--- src/rtl/exe_operand_stage.sv ---
// ID/EX pipeline register feeding the MIPS ALU: operand forwarding, a/b source
// selection, load-use hazard bubbles, and a saturating bubble counter.
module exe_operand_stage #(
   parameter int CNT_W = 16
) (
   input  logic             clk,
   input  logic             rst,
   input  logic             id_valid,
   input  logic [31:0]      id_pc,
   input  logic [4:0]       id_rs_addr,
   input  logic [4:0]       id_rt_addr,
   input  logic             id_rs_used,
   input  logic             id_rt_used,
   input  logic [31:0]      id_rs_data,
   input  logic [31:0]      id_rt_data,
   input  logic [31:0]      id_imm,
   input  logic [4:0]       id_shamt,
   input  logic [1:0]       id_a_sel,
   input  logic [1:0]       id_b_sel,
   input  logic [3:0]       id_oper,
   input  logic             id_sign,
   input  logic             id_wb_en,
   input  logic [4:0]       id_wb_addr,
   input  logic             id_mem_ren,
   input  logic [31:0]      alu_result,
   input  logic             mem_wb_en,
   input  logic [4:0]       mem_wb_addr,
   input  logic [31:0]      mem_data,
   input  logic             wb_wb_en,
   input  logic [4:0]       wb_wb_addr,
   input  logic [31:0]      wb_data,
   input  logic             stall_ext,
   input  logic             flush,
   output logic             exe_valid,
   output logic [31:0]      exe_a,
   output logic [31:0]      exe_b,
   output logic [3:0]       exe_oper,
   output logic             exe_sign,
   output logic [31:0]      exe_pc,
   output logic [31:0]      exe_rt_fwd,
   output logic             exe_wb_en,
   output logic [4:0]       exe_wb_addr,
   output logic             exe_mem_ren,
   output logic             id_stall,
   output logic [CNT_W-1:0] bubble_cnt
);

   typedef struct packed {
      logic        valid;
      logic [31:0] a;
      logic [31:0] b;
      logic [3:0]  oper;
      logic        sign;
      logic [31:0] pc;
      logic [31:0] rt_fwd;
      logic        wb_en;
      logic [4:0]  wb_addr;
      logic        mem_ren;
   } exe_t;

   typedef enum logic [1:0] {
      UPD_HOLD,
      UPD_BUBBLE,
      UPD_CAPTURE
   } upd_t;

   localparam logic [1:0] A_SHAMT = 2'd1;
   localparam logic [1:0] A_PC    = 2'd2;
   localparam logic [1:0] B_IMM   = 2'd1;
   localparam logic [1:0] B_FOUR  = 2'd2;

   exe_t             exe_q;
   exe_t             exe_d;
   upd_t             upd;
   logic [CNT_W-1:0] cnt_q;
   logic             ex_fwd_ok;
   logic             hazard;
   logic [31:0]      rs_fwd;
   logic [31:0]      rt_fwd;

   // A load still in EX has no data yet; it is covered by the hazard bubble.
   assign ex_fwd_ok = exe_q.valid & exe_q.wb_en & ~exe_q.mem_ren;

   function automatic logic [31:0] forward(
      input logic [4:0]  addr,
      input logic [31:0] rf_data,
      input logic        ex_ok,
      input logic [4:0]  ex_addr,
      input logic [31:0] ex_data,
      input logic        mem_en,
      input logic [4:0]  mem_addr,
      input logic [31:0] mem_val,
      input logic        wb_en,
      input logic [4:0]  wb_addr,
      input logic [31:0] wb_val
   );
      logic [31:0] result;
      result = rf_data;
      if (addr != 5'd0) begin
         if (ex_ok && addr == ex_addr)
            result = ex_data;
         else if (mem_en && addr == mem_addr)
            result = mem_val;
         else if (wb_en && addr == wb_addr)
            result = wb_val;
      end
      return result;
   endfunction

   assign rs_fwd = forward(id_rs_addr, id_rs_data, ex_fwd_ok, exe_q.wb_addr, alu_result,
                           mem_wb_en, mem_wb_addr, mem_data, wb_wb_en, wb_wb_addr, wb_data);
   assign rt_fwd = forward(id_rt_addr, id_rt_data, ex_fwd_ok, exe_q.wb_addr, alu_result,
                           mem_wb_en, mem_wb_addr, mem_data, wb_wb_en, wb_wb_addr, wb_data);

   assign hazard = id_valid & exe_q.valid & exe_q.mem_ren & exe_q.wb_en &
                   (exe_q.wb_addr != 5'd0) &
                   ((id_rs_used & (id_rs_addr == exe_q.wb_addr)) |
                    (id_rt_used & (id_rt_addr == exe_q.wb_addr)));

   assign id_stall = (hazard | stall_ext) & ~flush;

   always_comb begin
      // NOTE: every field gets a value before the case so no latch is inferred.
      exe_d         = '0;
      exe_d.valid   = 1'b1;
      exe_d.oper    = id_oper;
      exe_d.sign    = id_sign;
      exe_d.pc      = id_pc;
      exe_d.rt_fwd  = rt_fwd;
      exe_d.wb_en   = id_wb_en;
      exe_d.wb_addr = id_wb_addr;
      exe_d.mem_ren = id_mem_ren;

      case (id_a_sel)
         A_SHAMT: exe_d.a = {27'b0, id_shamt};
         A_PC:    exe_d.a = id_pc;
         default: exe_d.a = rs_fwd;
      endcase

      case (id_b_sel)
         B_IMM:   exe_d.b = id_imm;
         B_FOUR:  exe_d.b = 32'd4;
         default: exe_d.b = rt_fwd;
      endcase
   end

   // Priority order: flush, external stall, load-use hazard, capture, idle bubble.
   always_comb begin
      upd = UPD_BUBBLE;
      if (flush)
         upd = UPD_BUBBLE;
      else if (stall_ext)
         upd = UPD_HOLD;
      else if (hazard)
         upd = UPD_BUBBLE;
      else if (id_valid)
         upd = UPD_CAPTURE;
   end

   always_ff @(posedge clk) begin
      // NOTE: sequential state uses non-blocking assignments so all registers
      // update from pre-edge values regardless of statement order.
      if (rst) begin
         exe_q <= '0;
         cnt_q <= '0;
      end else begin
         case (upd)
            UPD_CAPTURE: exe_q <= exe_d;
            UPD_BUBBLE: begin
               exe_q <= '0;
               if (cnt_q != '1)
                  cnt_q <= cnt_q + {{(CNT_W-1){1'b0}}, 1'b1};
            end
            default: exe_q <= exe_q;
         endcase
      end
   end

   assign exe_valid   = exe_q.valid;
   assign exe_a       = exe_q.a;
   assign exe_b       = exe_q.b;
   assign exe_oper    = exe_q.oper;
   assign exe_sign    = exe_q.sign;
   assign exe_pc      = exe_q.pc;
   assign exe_rt_fwd  = exe_q.rt_fwd;
   assign exe_wb_en   = exe_q.wb_en;
   assign exe_wb_addr = exe_q.wb_addr;
   assign exe_mem_ren = exe_q.mem_ren;
   assign bubble_cnt  = cnt_q;

endmodule

--- config.mk ---
export PLATFORM = sky130hd
export DESIGN_NAME = exe_operand_stage
export DESIGN_NICKNAME = d
export VERILOG_FILES = /design/src/rtl/exe_operand_stage.sv
export SDC_FILE = /design/constraint.sdc
export NUM_CORES = 1
export LEC_CHECK = 0
export CAP_MARGIN = 40
export CORE_AREA = 2 2 170 172
export DETAILED_ROUTE_END_ITERATION = 10
export DIE_AREA = 0 0 172 174
export GPL_ROUTABILITY_DRIVEN = 0
export GPL_TIMING_DRIVEN = 0
export HOLD_SLACK_MARGIN = 0.12
export PLACE_DENSITY = 0.71
export SLEW_MARGIN = 25
export SYNTH_ARGS = -nofsm -noshare
export SYNTH_HDL_FRONTEND = slang
export SYNTH_SLANG_ARGS = --single-unit
--- constraint.sdc ---
create_clock -name clk -period 2.1 [get_ports clk]
set_input_delay 0.63 -clock clk [delete_from_list [all_inputs] [get_ports clk]]
set_output_delay 0.63 -clock clk [all_outputs]
set_load 0.02 [all_outputs]
After elaboration in Yosys (flattened, before gate mapping)
Index checks and enable logic that the tools add are counted.
{"block": "totals", "regBits": 157, "in_bits": 274}
{"block": "op_classes", "n_reduce_logical": 11, "n_bitwise": 14, "add_sub_neg": 1, "n_eq_ne": 13, "n_mux": 15}
{"op": "141-bit one-hot mux with 2 select lines", "n": 1}
{"op": "32-bit two-way mux", "n": 8}
{"op": "32-bit one-hot mux with 2 select lines", "n": 2}
{"op": "5-bit equality test", "n": 6}
{"op": "16-bit by 1-bit adder with 16-bit output (second input constant)", "n": 1}
{"op": "16-bit inequality test (second input constant)", "n": 1}
{"op": "5-bit nonzero test", "n": 3}
{"op": "1-bit bitwise AND", "n": 10}
{"op": "2-bit two-way mux", "n": 4}
{"op": "2-bit by 1-bit equality test with 1-bit output (second input constant)", "n": 3}
{"op": "2-bit equality test (second input constant)", "n": 3}
{"op": "1-bit logical AND", "n": 6}
{"op": "1-bit NOT", "n": 2}
{"op": "1-bit OR", "n": 2}
{"op": "2-bit AND reduction", "n": 1}
{"op": "2-bit nonzero test", "n": 1}

Depth between registers and ports, before layout
Gate-level depths: netlist (run 1).
{"block": "logic_depth", "depth_word": 10, "depth_mapped": 8, "depth_no_buf": 6}

Worst setup path after synthesis (run 1)
OpenSTA, ideal clock, no wires.
{"block": "synth_path", "kind": "input to output", "startpoint": "in id_rt_addr[1]", "endpoint": "out id_stall", "arrival_time_ns": 1.717, "n_path_buf": 0, "slack_ns": -0.247, "cell_stages": 5, "cell_sequence": "xor2_1 -> nor3_1 -> a22o_4 -> a21oi_1 -> nor2_1"}
{"block": "synth_between", "elab_chain_cells": 6}
{"element": "start: declaration", "line": "11", "text": "input logic [4:0] id_rt_addr,"}
{"element": "5-bit equality test", "line": "118", "text": "(id_rt_used & (id_rt_addr == exe_q.wb_addr)));"}
{"element": "1-bit bitwise AND", "line": "118"}
{"element": "1-bit OR", "line": "117", "text": "((id_rs_used & (id_rs_addr == exe_q.wb_addr)) |"}
{"element": "1-bit bitwise AND", "line": "116", "text": "(exe_q.wb_addr != 5'd0) &"}
{"element": "1-bit OR", "line": "120", "text": "assign id_stall = (hazard | stall_ext) & ~flush;"}
{"element": "1-bit bitwise AND", "line": "120"}
{"element": "end: declaration", "line": "44", "text": "output logic id_stall,"}
No other way between the ends.

Worst setup path in the final report (run 1)
{"block": "layout_path", "startpoint": "in id_rs_addr[4]", "endpoint": "out id_stall"}
{"block": "layout_between", "elab_chain_cells": 6}
{"element": "start: declaration", "line": "10", "text": "input logic [4:0] id_rs_addr,"}
{"element": "5-bit equality test", "line": "117"}
{"element": "1-bit bitwise AND", "line": "117"}
{"element": "1-bit OR", "line": "117"}
{"element": "1-bit bitwise AND", "line": "116"}
{"element": "1-bit OR", "line": "120"}
{"element": "1-bit bitwise AND", "line": "120"}
No other way between the ends.

==> metrics.txt, run 1 <==
clock root buffer=clkbuf_16; Syn Nets=about 1600; fin nets=2047; area share of the leading cell type in the synthesized netlist=between 30% and 40%; Max-slew headroom=48.2%; Crit Path Max Fanout=4; fin crit share=112%; power per cell area=531 mW/mm^2; DR pass1 iterations=6; DP Wirelength=approximately 40000 um; worst-skew pair later-pin latency=approximately 0.43 ns; Setup crit end kind=primary output; violated checks=setup timing; Initial Utilization=~34%; Crit path required time=about 1.5 ns; synth top area cells=dfxtp_1, nand2_1, o31ai_1, nor3_1, a21oi_1; Final Skew=roughly 0.016 ns; GRT busiest layer=met2; CTS Buffer Depth=2; max-slew violations=0; DIE AREA=0.0299 sq mm; # IOs=432; GR Util met1=between 30 and 40%; CTS clk-pin slew, worst paths=approximately 0.060 ns; largest net degree at the start of global routing=17; Slowest-stage cell, CP=a22o_4; hold_sp=exe_b[10]$_SDFFE_PP0P_; Vias=12600; Max VDD drop=600 uV; Post-synth EDFFs=0; Sink Count=roughly 160; core area=0.0282 sq mm; crit path time final=between 2 and 2.5 ns; RSZ-0062 raised after global routing=true; post-synth cell types=56; CTS H-tree lvls=4; Yosys reg bits=157; total CTS buffers=17; drt drc=0; post-route setup slack=-0.249 ns; Tot GR Track Use=approximately a third; via/cell ratio=just under 6; Gate Count Post-Synth=about 1300; row cnt=62; Final Setup Violations=129; Die Ht=approximately 170 um; Mapped Area=roughly 0.0096 sq mm; Async S/R FF share, synth=0%; worst setup path startpoint=id_rs_addr[4]; layout cells sized above 1=a little under a fifth; initial antenna violation count=13; class of the worst hold path=reg -> reg; leading area contributor after synthesis=dfxtp_1; Synth Warn #=0; area delta synth->final=70.5%; largest stage delay on the critical path=0.25 ns; Leak=between 5 and 6 nW; fin util=58.2%; CP arrival=around 1.7 ns; Setup crit start kind=primary input; Avg WL per Cell=between 20 and 25 um; Die X=~170 um; Setup CP Type=in -> out; CTS tree=done; number of global-route vias before repair=about 12000; met2 usage=a little under three fifths; worst slew pin tran=around 0.77 ns; WL final=between 50000 and 60000 um; Final Hold Vio Count=0; launch point of the worst reg-to-reg path=exe_wb_addr[4]$_SDFFE_PP0P_; Max Cap Viol=0; Max Freq=about 430 MHz; Synth Flop Type=dfxtp_1; Synth Area per Inst=7.44 sq um; Pwr Total=approximately 8.7 mW; crit-path cells=buf_2 > xor2_2 > nor3b_4 > a22o_4 > a21oi_4 > nor2_4 > buf_6; ANT nets after route=0; sequential area share after synthesis=32.6%; routing usage on met3=between 8 and 9%; GRT Residual Overflow=0; first-pass GRT wire length=between 70000 and 80000 um; I/O Buffers=428; DRC marker count from the first detailed-route iteration=about 1200; status=complete, but fails checks
==> cell families (layout without fill, tap and decap cells) <==
group | Yosys count | in the layout | share of synthesized area, %
other | 0 | 13 | 0
multiplexers | 12 | 12 | 1.34
AO/OA/AOI/OAI | 446 | 446 | 33.3
adder cells (fa/ha/maj) | 5 | 5 | 0.649
buffers and inverters | 135 | 619 | 6.02
AND/OR/NAND/NOR | 511 | 511 | 23.4
XOR/XNOR | 30 | 30 | 2.73
flip-flops | 157 | 157 | 32.6
==> flip-flops by register name, indices dropped and copies added (netlist names) <==
signal / cells
bubble_cnt: 16
exe_a: 32
exe_b: 32
exe_mem_ren: 1
exe_oper: 4
exe_pc: 32
exe_rt_fwd: 32
exe_sign: 1
exe_valid: 1
exe_wb_addr: 5
exe_wb_en: 1
==> per-stage QoR <==
stage / worst slack [ns] / hold slack, ns / instance area (sq um) / setup TNS, ns / instances
floorplan: -0.0677 / 0.533 / 9990 / -1.95 / 1296
global placement: -2.02 / 0.432 / 14800 / -210.59 / 2108
detailed placement: -1.39 / 0.440 / 14800 / -176.26 / 2109
CTS: -0.259 / 0.455 / 16200 / -11.89 / 2160
global route: -0.315 / 0.483 / 16400 / -25.03 / 2174
finish: -0.249 / 0.452 / 16400 / -13.77 / 2177
==> cells in the final DEF (no fill, tap or decap), types with 8 or more instances in the layout <==
master           Yosys  layout
a211o_1             27      27
a21oi_1             96      71
a21oi_2              0      17
a21oi_4              0       8
a22oi_1             39      39
a311oi_2            10      30
buf_2               26      21
buf_4                1      36
buf_6                5      13
clkbuf_1            91      29
clkbuf_16            0      17
clkbuf_2             0      29
clkbuf_4             0      14
clkbuf_8             0      13
clkdlybuf4s50_1      0     374
dfxtp_1            157     152
diode_2              0      13
dlygate4sd2_1        0      28
dlymetal6s2s_1       0      12
inv_1               10      10
nand2_1            226     223
nand3_1             47      45
nor2_1              94      87
nor3_1              97      79
nor3_2               3      16
o211ai_1            32      32
o21a_1              27      27
o21ai_0             65      33
o21ai_1              0      31
o31ai_1             95      82
o31ai_2              0      12
xnor2_1             18      13
xor2_2               0       9
==> worst paths after layout <==
check	slack, ns	cells after the start	end
worst max register to register	-0.19	9	bubble_cnt[10]$_SDFFE_PP0P_
worst min-delay path	0.45	2	exe_b[10]$_SDFFE_PP0P_
worst min register to register	0.45	2	exe_b[10]$_SDFFE_PP0P_
worst max-delay path	-0.25	7	id_stall
==> critical path, delay by kind of cell <==
family	cells	cell delay, ns
AND/OR/NAND/NOR	2	0.11
AO/OA/AOI/OAI	2	0.41
XOR/XNOR	1	0.23
buffers and inverters	2	0.33
==> routing by layer <==
metal / wire length [um] / vias up
met5: 13 / -
met4: 2940 / 2
met3: 5090 / 189
met2: 24100 / 752
met1: 19600 / 5898
li1: - / 5738
==> timing repair <==
action / CTS / global route
buffers inserted: 25 / 4
setup endpoints to repair: 174 / 169
hold buffers: 0 / 0
resized for setup: 284 / 50
endpoints found under the hold margin: 0 / 0
pin swaps: 40 / 9
==> power breakdown <==
group / total [mW] / switching, mW / internal, mW / leakage [nW]
Sequential: 3.09 / 0.0496 / 3.04 / 1.27
Combinational: 2.20 / 1.17 / 1.03 / 4.40
Clock: 3.44 / 1.51 / 1.92 / 0.308
Total: 8.73 / 2.73 / 5.99 / 5.98
==> area by class of cell <==
class | instances | area (sq um)
fill | 2611 | 11800
timing repair buffer | 458 | 4480
multi-input combinational | 1004 | 6770
tap | 384 | 480
antenna | 13 | 32.5
clock buffer | 17 | 425
sequential | 157 | 3160
buffer | 120 | 857
inverter | 10 | 37.5
clock inverter | 14 | 198
==> synth_stat cells, types with 3 or more instances <==
library cell  number
a221o_1            5
buf_2             26
nand3_1           47
mux2_2             5
buf_6              5
a22oi_1           39
a311oi_2          10
and3_1             5
o31ai_1           95
nor2b_1            7
nand2_1          226
dfxtp_1          157
a311oi_1          22
a32o_1             5
o211ai_1          32
clkbuf_1          91
ha_1               5
a211o_1           27
o311a_1            5
a22oi_2            6
xor2_1            12
xnor2_1           18
nand4_1            6
mux2i_1            5
nor4_1             4
o21ai_0           65
a21oi_1           96
nor2_1            94
nor3_1            97
o21a_1            27
or4_1              8
and4_1             3
inv_1             10
nor3_2             3
No activity file was read; power rests on OpenSTA's default activity.
==> run 2, diff against run 1 <==
==> constraint.sdc (replaced) <==
create_clock -name clk -period 2.1 [get_ports clk]
set_input_delay 0.315 -clock clk [delete_from_list [all_inputs] [get_ports clk]]
set_output_delay 0.315 -clock clk [all_outputs]
set_load 0.02 [all_outputs]
==> run 2 against run 1 <==
Compared with the run above: worst setup slack gained 0.16 ns; count of clock-buffer cells in the layout increased by 1; maximum frequency increased by 7.1%; hold slack got worse by 0.049 ns; sequential share of layout area down 0.24 points; critical path depth up 1; design area increased by 1.4%; the run still ends with setup timing left; critical path type is now reg -> reg; final cell count did not move; register-to-register slack better by 0.096 ns.
==> metrics.txt, run 2 (same netlist as run 1, synthesis figures left out) <==
status=complete, but fails checks; violated checks=setup timing; core area=0.0282 sq mm (unchanged); Max-slew headroom=51.3% (+3.1 points); Vias=12800 (+1.7%); Fillers=2544 (-2.6%); DIE AREA=0.0299 sq mm (unchanged); fin nets=2048 (+0.049%); crit path time final=2.19 ns (-0.156 ns); Avg WL per Cell=24.3 um (+2.3%); most frequent cells in the layout=clkdlybuf4s50_1, nand2_1, dfxtp_1; placed inst area=0.0144 sq mm (-2.4%); GRT Residual Overflow=0 (unchanged); fin crit share=104% (-7.4 points); RSZ-0062 raised after global routing=true; area of the multi-input gates=0.00698 sq mm (+3.0%); launch point of the worst reg-to-reg path=exe_wb_addr[4]$_SDFFE_PP0P_; Setup crit end kind=register; most common cell after layout, fill and taps aside=clkdlybuf4s50_1; CP arrival=2.53 ns (+0.81 ns); clock root buffer=clkbuf_16; R2R setup slack=-0.09 ns (+0.10 ns); max-slew violations=0 (unchanged); drt drc=0 (unchanged); Final Skew=0.0116 ns (-0.00447 ns); Sink Count=157 (unchanged); Max VDD drop=442 uV (-26%); largest net degree at the start of global routing=17 (unchanged); CTS H-tree lvls=4 (unchanged); class of the worst hold path=in -> reg; CTS clk-pin slew, worst paths=0.07 ns (about the same); Post-Place Worst Slack=-1.13 ns (+0.260 ns); area delta synth->final=73.0%; layout cells sized above 1=19.8% (+1.5 points); Leak=5.73 nW (-4.2%); worst slew pin tran=0.727 ns (-0.0469 ns); register area=0.00316 sq mm (+0.16%); Setup crit end=bubble_cnt[8]$_SDFFE_PP0P_; total CTS buffers=17 (unchanged); first-pass GRT wire length=74800 um (-1.0%); Final Hold Vio Count=0 (unchanged); Setup CP Type=reg -> reg; worst reg-to-reg path cell count=8 (-1); # IOs=432 (unchanged); via/cell ratio=5.88 (+1.7%); Setup crit start kind=register; CTS tree=done; Max Freq=456 MHz (+7.1%); ANT nets after route=0 (unchanged); Die Ht=174 um (unchanged); CTS Buffer Depth=2 (unchanged); DR pass1 iterations=8 (+2); hold_buf cts=0 (unchanged); DRC marker count from the first detailed-route iteration=1210 (+0.25%); initial antenna violation count=11 (-2); I/O Buffers=428 (unchanged); Final Setup Violations=23 (-82%); number of global-route vias before repair=12300 (-1.5%); Initial Utilization=34.1% (unchanged); worst setup path startpoint=exe_wb_addr[4]$_SDFFE_PP0P_; power per cell area=528 mW/mm^2 (-0.57%); DP Wirelength=40200 um (-0.30%); WL final=52900 um (+2.3%); worst r2r dst=bubble_cnt[8]$_SDFFE_PP0P_; Die X=172 um (unchanged); Tot GR Track Use=33.4% (+0.083 points); row cnt=62 (unchanged); worst-skew pair later-pin latency=0.45 ns (+0.02 ns); post-route setup slack=-0.0937 ns (+0.156 ns); Crit Path Max Fanout=8 (+4); Max Cap Viol=0 (unchanged); Crit path required time=2.44 ns (+0.97 ns); final instance area=0.0167 sq mm (+1.4%)
[run 2: changes by cell type in the layout (fill, tap and decap cells not counted), moves of 13 or more]
cell | previous run | this run
nor3_1 | 79 | 58
o31ai_2 | 12 | 25
o21ai_1 | 31 | 7
dlygate4sd2_1 | 28 | 11
clkdlybuf4s50_1 | 374 | 413
nor3_2 | 16 | 38
o31ai_1 | 82 | 60
o21ai_0 | 33 | 58
[run 2: worst min-delay path by stage]
stage | startpoint | end | cells after the start
2_1_floorplan | id_oper[0] | exe_oper[0]$_SDFFE_PP0P_ | 2
3_3_place_gp | exe_a[11]$_SDFFE_PP0P_ | exe_a[11]$_SDFFE_PP0P_ | 2
3_5_place_dp | exe_a[11]$_SDFFE_PP0P_ | exe_a[11]$_SDFFE_PP0P_ | 2
4_1_cts | rst | bubble_cnt[5]$_SDFFE_PP0P_ | 3
5_1_grt | rst | bubble_cnt[2]$_SDFFE_PP0P_ | 3
6_report | flush | exe_valid$_SDFFE_PP0P_ | 2
[run 2: repair_timing]
item / 4_1_cts / 5_1_grt
gates resized for setup: 167 / 203
pin swaps: 23 / 44
setup endpoints to repair: 156 / 94
gates cloned: 0 / 1
buffers inserted: 20 / 12
[run 2: area by class of cell]
class / count / area share [%]
multi-input combinational: 1004 / 41.9
timing repair buffer: 461 / 27.7
sequential: 157 / 19.0
buffer: 118 / 4.43
tap: 384 / 2.88
clock buffer: 18 / 2.63
clock inverter: 14 / 1.16
inverter: 10 / 0.225
antenna: 11 / 0.165
[run 2: per-layer routing]
metal / vias to the layer above / track usage [%] / share of wire [%]
met5: - / 0 / 0.015
met4: 2 / 19.7 / 7.0
met3: 215 / 8.36 / 9.1
met2: 792 / 53.6 / 45
met1: 6031 / 40.1 / 38
li1: 5755 / - / -
[run 2: worst max-delay path: stages, from the launching register on]
cell	delay, ns
dfxtp_4	0.38
xor2_2	0.18
nor3_2	0.26
a22o_4	0.22
buf_6	0.11
a311oi_4	0.15
buf_6	0.19
nor4_4	0.29
mux2_4	0.32
[run 2: metrics by stage]
step                util, %  TNS (ns)  hold slack (ns)  cells  power, mW
global placement       51.0   -138.25            0.433   2108       5.08
global route           59.0     -6.70            0.427   2176       9.05
CTS                    55.7    -0.235            0.391   2154       8.63
floorplan                 -         0            0.450   1296       4.00
finish                 59.1    -0.513            0.402   2177       8.80
detailed placement     51.1   -130.29            0.438   2108       5.10
[run 2: where the power goes]
group / total (mW) / internal, mW / switching [mW]
sequential: 3.09 / 3.04 / 0.0493
combinational: 2.23 / 1.03 / 1.20
clock: 3.49 / 1.95 / 1.53
total: 8.80 / 6.02 / 2.78
==> variant 1: new RTL, flow settings as in run 1 <==
Change the parameter `CNT_W` from 16 to 24.
--- a/src/rtl/exe_operand_stage.sv
+++ b/src/rtl/exe_operand_stage.sv
@@ -2,5 +2,5 @@
 // selection, load-use hazard bubbles, and a saturating bubble counter.
 module exe_operand_stage #(
-   parameter int CNT_W = 16
+   parameter int CNT_W = 24
 ) (
    input  logic             clk,
Interface: changed (resized bubble_cnt); port bits go from 432 to 440. The function was not compared with the original's and may differ.
==> variant 1 against run 1 <==
- the flow still finishes with violations (negative setup slack)
- routed wire length fell by 3.2%
- worst setup slack got worse by 40 ps
- global-route usage decreased by 1.2 points
- cell count shrank 6.7%
- via count fell by 6.7%
- synthesized area down 3.8%
- sequential cell count increased by 8
- hold slack worse by 1.7 ps
- largest cell class unchanged
- final area grew 0.25%
- power decreased by 5.7%
==> variant 1: results (changes against run 1) <==
power_and_ir_drop:
  power.leakage_uw: 0.00678  # was 0.00598 uW
  power_density_nw_per_um2: 499  # was 531 nW/um^2
  p_clk_uw: 3100  # was 3440 uW
  power_switching_uw: 2490  # was 2730 uW
  comb_power_share_pct: 23.0  # was 25.2%
detailed_routing:
  drtIter0Drc: 1223  # was 1207
  dr_wl_met3_mm: 5.13  # was 5.09 mm
  via_per_inst: 5.78  # about the same
  wl_met1_mm: 19.2  # was 19.6 mm
  wirelength_mm: 50.0  # was 51.7 mm
final_layout:
  area_delta_synth_final_pct: 77.8  # was 70.5%
  multi_input_area_um2: 6310  # was 6770 um^2
  diodes: 1  # was 13
  inverters: 7  # was 10
  buffers: 598  # was 578
  buf_share_pct: 35.2  # was 32.4%
  fillCellCount: 2517  # was 2611
  seqCellArea_um2: 3320  # was 3160 um^2
  comb.multi_input.count: 845  # was 1004
  drive_above_1_share_pct: 18.8  # was 18.3%
clocking:
  cts_resized: 341  # was 284
  cts.clk_slew.worst_paths_ps: 80  # was 60 ps
global_routing:
  grt.total_usage_pct: 32.1  # was 33.3%
  use_met2_pct: 53.9  # was 55.0%
  met3_usage_pct: 9.22  # was 8.88%
  grt_first_pass_wirelength_mm: 72.6  # was 75.5 mm
synthesis:
  synth.net_count: 1403  # was 1575
  synth-adder-area-share_pct: 0.675  # was 0.649%
  synth_compound_area_share_pct: 32.6  # was 33.3%
  synthXorXnorAreaFrac_pct: 2.93  # was 2.73%
  synthTopCellsByArea: "dfxtp_1, a22oi_1, a22o_1"  # was dfxtp_1, nand2_1, o31ai_1
  synth.area.mux_share_pct: 3.91  # was 1.34%
  ys_ff_latch: 165  # was 157
place:
  port_buffers: 437  # was 428
  place_hpwl_mm: 37.8  # was 40.3 mm
  place_ws_ps: -1630  # was -1390 ps
worst_setup_path:
  cp-start-kind: "register"  # was primary input
  slowest_delay_ps: 370  # was 250 ps
outcome:
  status: "complete, but fails checks"  # unchanged
  violations: "negative setup slack"  # unchanged
sta:
  fin_skew_ps: 14.6  # was 16.1 ps
  final.setup.worst_slack_ps: -290  # was -249 ps
  tightestPinTransition_ps: 731  # was 774 ps
  setup_viol: 117  # was 129
  setup-tns-final_ps: -16190  # was -13770 ps
min_path:
  hold_start: "exe_rt_fwd[26]"  # was exe_b[10]
-- variant 1: cell types whose count changed after synthesis, sizes merged, moves of 33 or more --
cell,run 1,this run
a211oi,2,36
a21oi,96,48
a22o,1,50
a22oi,45,81
a311oi,33,0
and3,5,44
nand2,226,91
nand3,48,14
nor3,100,12
o31ai,95,35
-- variant 1: path summary, 6_finish.rpt --
kind | endpoint | slack [ps] | depth (start not counted)
min reg2reg | exe_rt_fwd[26] | 450 | 2
min | exe_rt_fwd[26] | 450 | 2
max | id_stall | -290 | 6
max reg2reg | bubble_cnt[9] | -240 | 11
-- variant 1: worst register-to-register path: cells and delay by family, from the launching register on --
kind | cells | cell delay, ps
AOI/OAI and AO/OA | 3 | 510
xor gates and xnor gates | 1 | 180
buffers and inverters | 4 | 630
DFF | 1 | 360
and+or+nand+nor | 3 | 520
-- variant 1: cell families after synthesis --
kind of cell,count (synthesis)
compound gates,414
simple gates,359
flops,165
buf+inv,114
mux,36
xor+xnor,31
fa+ha+maj,5
==> variant 2: new RTL, config.mk and constraints of run 1 <==
Made on the original files. Make the reset (`rst`) asynchronous in one clocked block.
--- a/src/rtl/exe_operand_stage.sv
+++ b/src/rtl/exe_operand_stage.sv
@@ -158,5 +158,5 @@
    end
 
-   always_ff @(posedge clk) begin
+   always_ff @(posedge clk or posedge rst) begin
       // NOTE: sequential state uses non-blocking assignments so all registers
       // update from pre-edge values regardless of statement order.
Function: differs if rst is asserted again (counterexample within 4 cycles, from zero or initial values and one cycle with rst high); with rst held inactive, the same outputs for 4 cycles.
==> variant 2 against run 1 <==
- fmax down 3.2%
- combinational power up 22%
- clock power down 6.1%
- largest power group is now sequential cells
- count of clock-buffer cells in the layout unchanged
- clock skew down 2.5 ps
- synthesized area down 0.13%
- worst setup slack worse by 79 ps
- sequential cell count unchanged
- synthesized cell count down 22%
- the run still ends with negative setup slack left
- final area up 7.3%
- highest routed layer is now met4
- register-to-register slack worse by 100 ps
- power up 6.2%
- critical path type is now register to primary output
- routed wire length down 0.50%
==> variant 2: results (changes against run 1) <==
synthesis:
  synth-main-ff-cell: "dfrtp_1"  # was dfxtp_1
  synthTopCellsByArea: "dfrtp_1, a221o_1, a22o_1"  # was dfxtp_1, nand2_1, o31ai_1
  synth_commonest_cells: "dfrtp_1, nand2_1, a221o_1"  # was nand2_1, dfxtp_1, nor3_1
  ys_seq_area_share_pct: 40.8  # was 32.6%
  synth_cell_types: 50  # was 56
  synth.net_count: 1287  # was 1575
  synthCells: 1008  # was 1296
  asyncSetResetFlopFracSynth_pct: 100  # was 0%
clocking:
  clock_latency_ps: 450  # was 430 ps
  htreeDepth: 4  # unchanged
  cts.clk_slew.worst_paths_ps: 80  # was 60 ps
  root_buffer: "clkbuf_16"  # unchanged
sta:
  setup-tns-final_ps: -26240  # was -13770 ps
  final.setup.worst_slack_ps: -328  # was -249 ps
  fin_skew_ps: 13.6  # was 16.1 ps
  max_slew_margin_pct: 58.0  # was 48.2%
  setup_viol: 149  # was 129
worst_setup_path:
  r2r-start: "exe_wb_addr[0]"  # was exe_wb_addr[4]
  rrSetupSlack_ps: -290  # was -190 ps
  endpoint: "id_stall"  # unchanged
  rr_endpoint: "exe_rt_fwd[4]"  # was bubble_cnt[10]
  worst_r2r_path_depth: 12  # was 9
  critical_path_class: "register to primary output"  # was primary input to primary output
  worstPathArrival_ps: 1800  # was 1720 ps
detailed_routing:
  drt_first_pass_iters: 6  # unchanged
  drtIter0Drc: 1087  # was 1207
  via_per_inst: 5.95  # was 5.78
  wirelength_mm: 51.4  # was 51.7 mm
final_layout:
  comb.multi_input.count: 745  # was 1004
  sh_seq_area_pct: 22.3  # was 19.2%
  diodes: 8  # was 13
  seq_cells: 157  # unchanged
  buf_share_pct: 35.8  # was 32.4%
  multi_input_area_share_pct: 35.5  # was 41.2%
  buffers: 609  # was 578
  final-clk-cell-share_pct: 3.39  # was 3.79%
  fin_cells: 1943  # was 2177
  inverters: 8  # was 10
  fillCellCount: 2372  # was 2611
  drive_above_1_share_pct: 24.1  # was 18.3%
global_routing:
  grt.total_usage_pct: 33.3  # about the same
  grt_pass1_vias: 11800  # was 12500
  antenna_found_initial: 7  # was 13
  grt_start_max_net_pins: 31  # was 17
  grt_first_pass_wirelength_mm: 73.8  # was 75.5 mm
place:
  port_buffers: 430  # was 428
  place_ws_ps: -1620  # was -1390 ps
  dp.cells: 1828  # was 2109
  placed_area_um2: 14900  # was 14800 um^2
  place_hpwl_mm: 38.2  # was 40.3 mm
power_and_ir_drop:
  power.leakage_uw: 0.00770  # was 0.00598 uW
  ir_drop_mv: 0.592  # was 0.600 mV
outcome:
  status: "complete, but fails checks"  # unchanged
  violations: "negative setup slack"  # unchanged
min_path:
  hold_start: "exe_rt_fwd[0]"  # was exe_b[10]
  min_path_type: "register to register"  # unchanged
variant 2: routing by layer:
metal	wire length, um	track usage (%)	part of all wire (%)	vias up
li1	-	-	-	4950
met1	19600	40.5	38	5713
met2	24100	54.5	47	720
met3	4920	8.56	9.6	174
met4	2830	16.4	5.5	0
met5	0	0	0	-
variant 2: cells by family (layout without fill, tap and decap cells):
kind of cell / Yosys count / in the layout / synth area share (%)
compound gates: 405 / 405 / 33.3
buf+inv: 106 / 649 / 4.96
mux: 39 / 39 / 4.07
xor+xnor: 44 / 44 / 4.00
fa+ha+maj: 5 / 5 / 0.650
simple gates: 252 / 252 / 12.2
flops: 157 / 157 / 40.8
other cells: 0 / 8 / 0
variant 2: timing repair:
| action | in CTS | in global routing |
|---|---|---|
| setup buffers | 47 | 18 |
| pin swaps | 71 | 30 |
| resized for setup | 324 | 128 |
| gates cloned | 12 | 3 |
| setup endpoints to repair | 180 | 186 |
variant 2: where the power goes:
part	switching (uW)	internal (uW)
combinational	1310	1380
sequential	156	3200
clock	1520	1700
total	2990	6280
variant 2: metrics by stage:
stage	power, uW	util (%)
CTS	9190	60.4
floorplan	4460	-
detailed placement	5790	52.6
global route	9570	62.4
finish	9270	62.4
global placement	5730	52.1
variant 2: worst min path at each step:
stage | slack, ps | depth (start not counted) | endpoint
6_report | 470 | 2 | exe_rt_fwd[0]
4_1_cts | 480 | 2 | exe_rt_fwd[31]
3_3_place_gp | 460 | 2 | exe_rt_fwd[0]
5_1_grt | 500 | 2 | exe_rt_fwd[3]
2_1_floorplan | 580 | 1 | bubble_cnt[10]
3_5_place_dp | 470 | 2 | exe_b[4]
variant 2: critical path, stage by stage, from the launching register on:
cell and delay, ps:
dfrtp_2 490, xnor2_2 160, nand3_2 110, a2bb2o_4 240, a21oi_4 170, nor2_4 40
buf_6 140
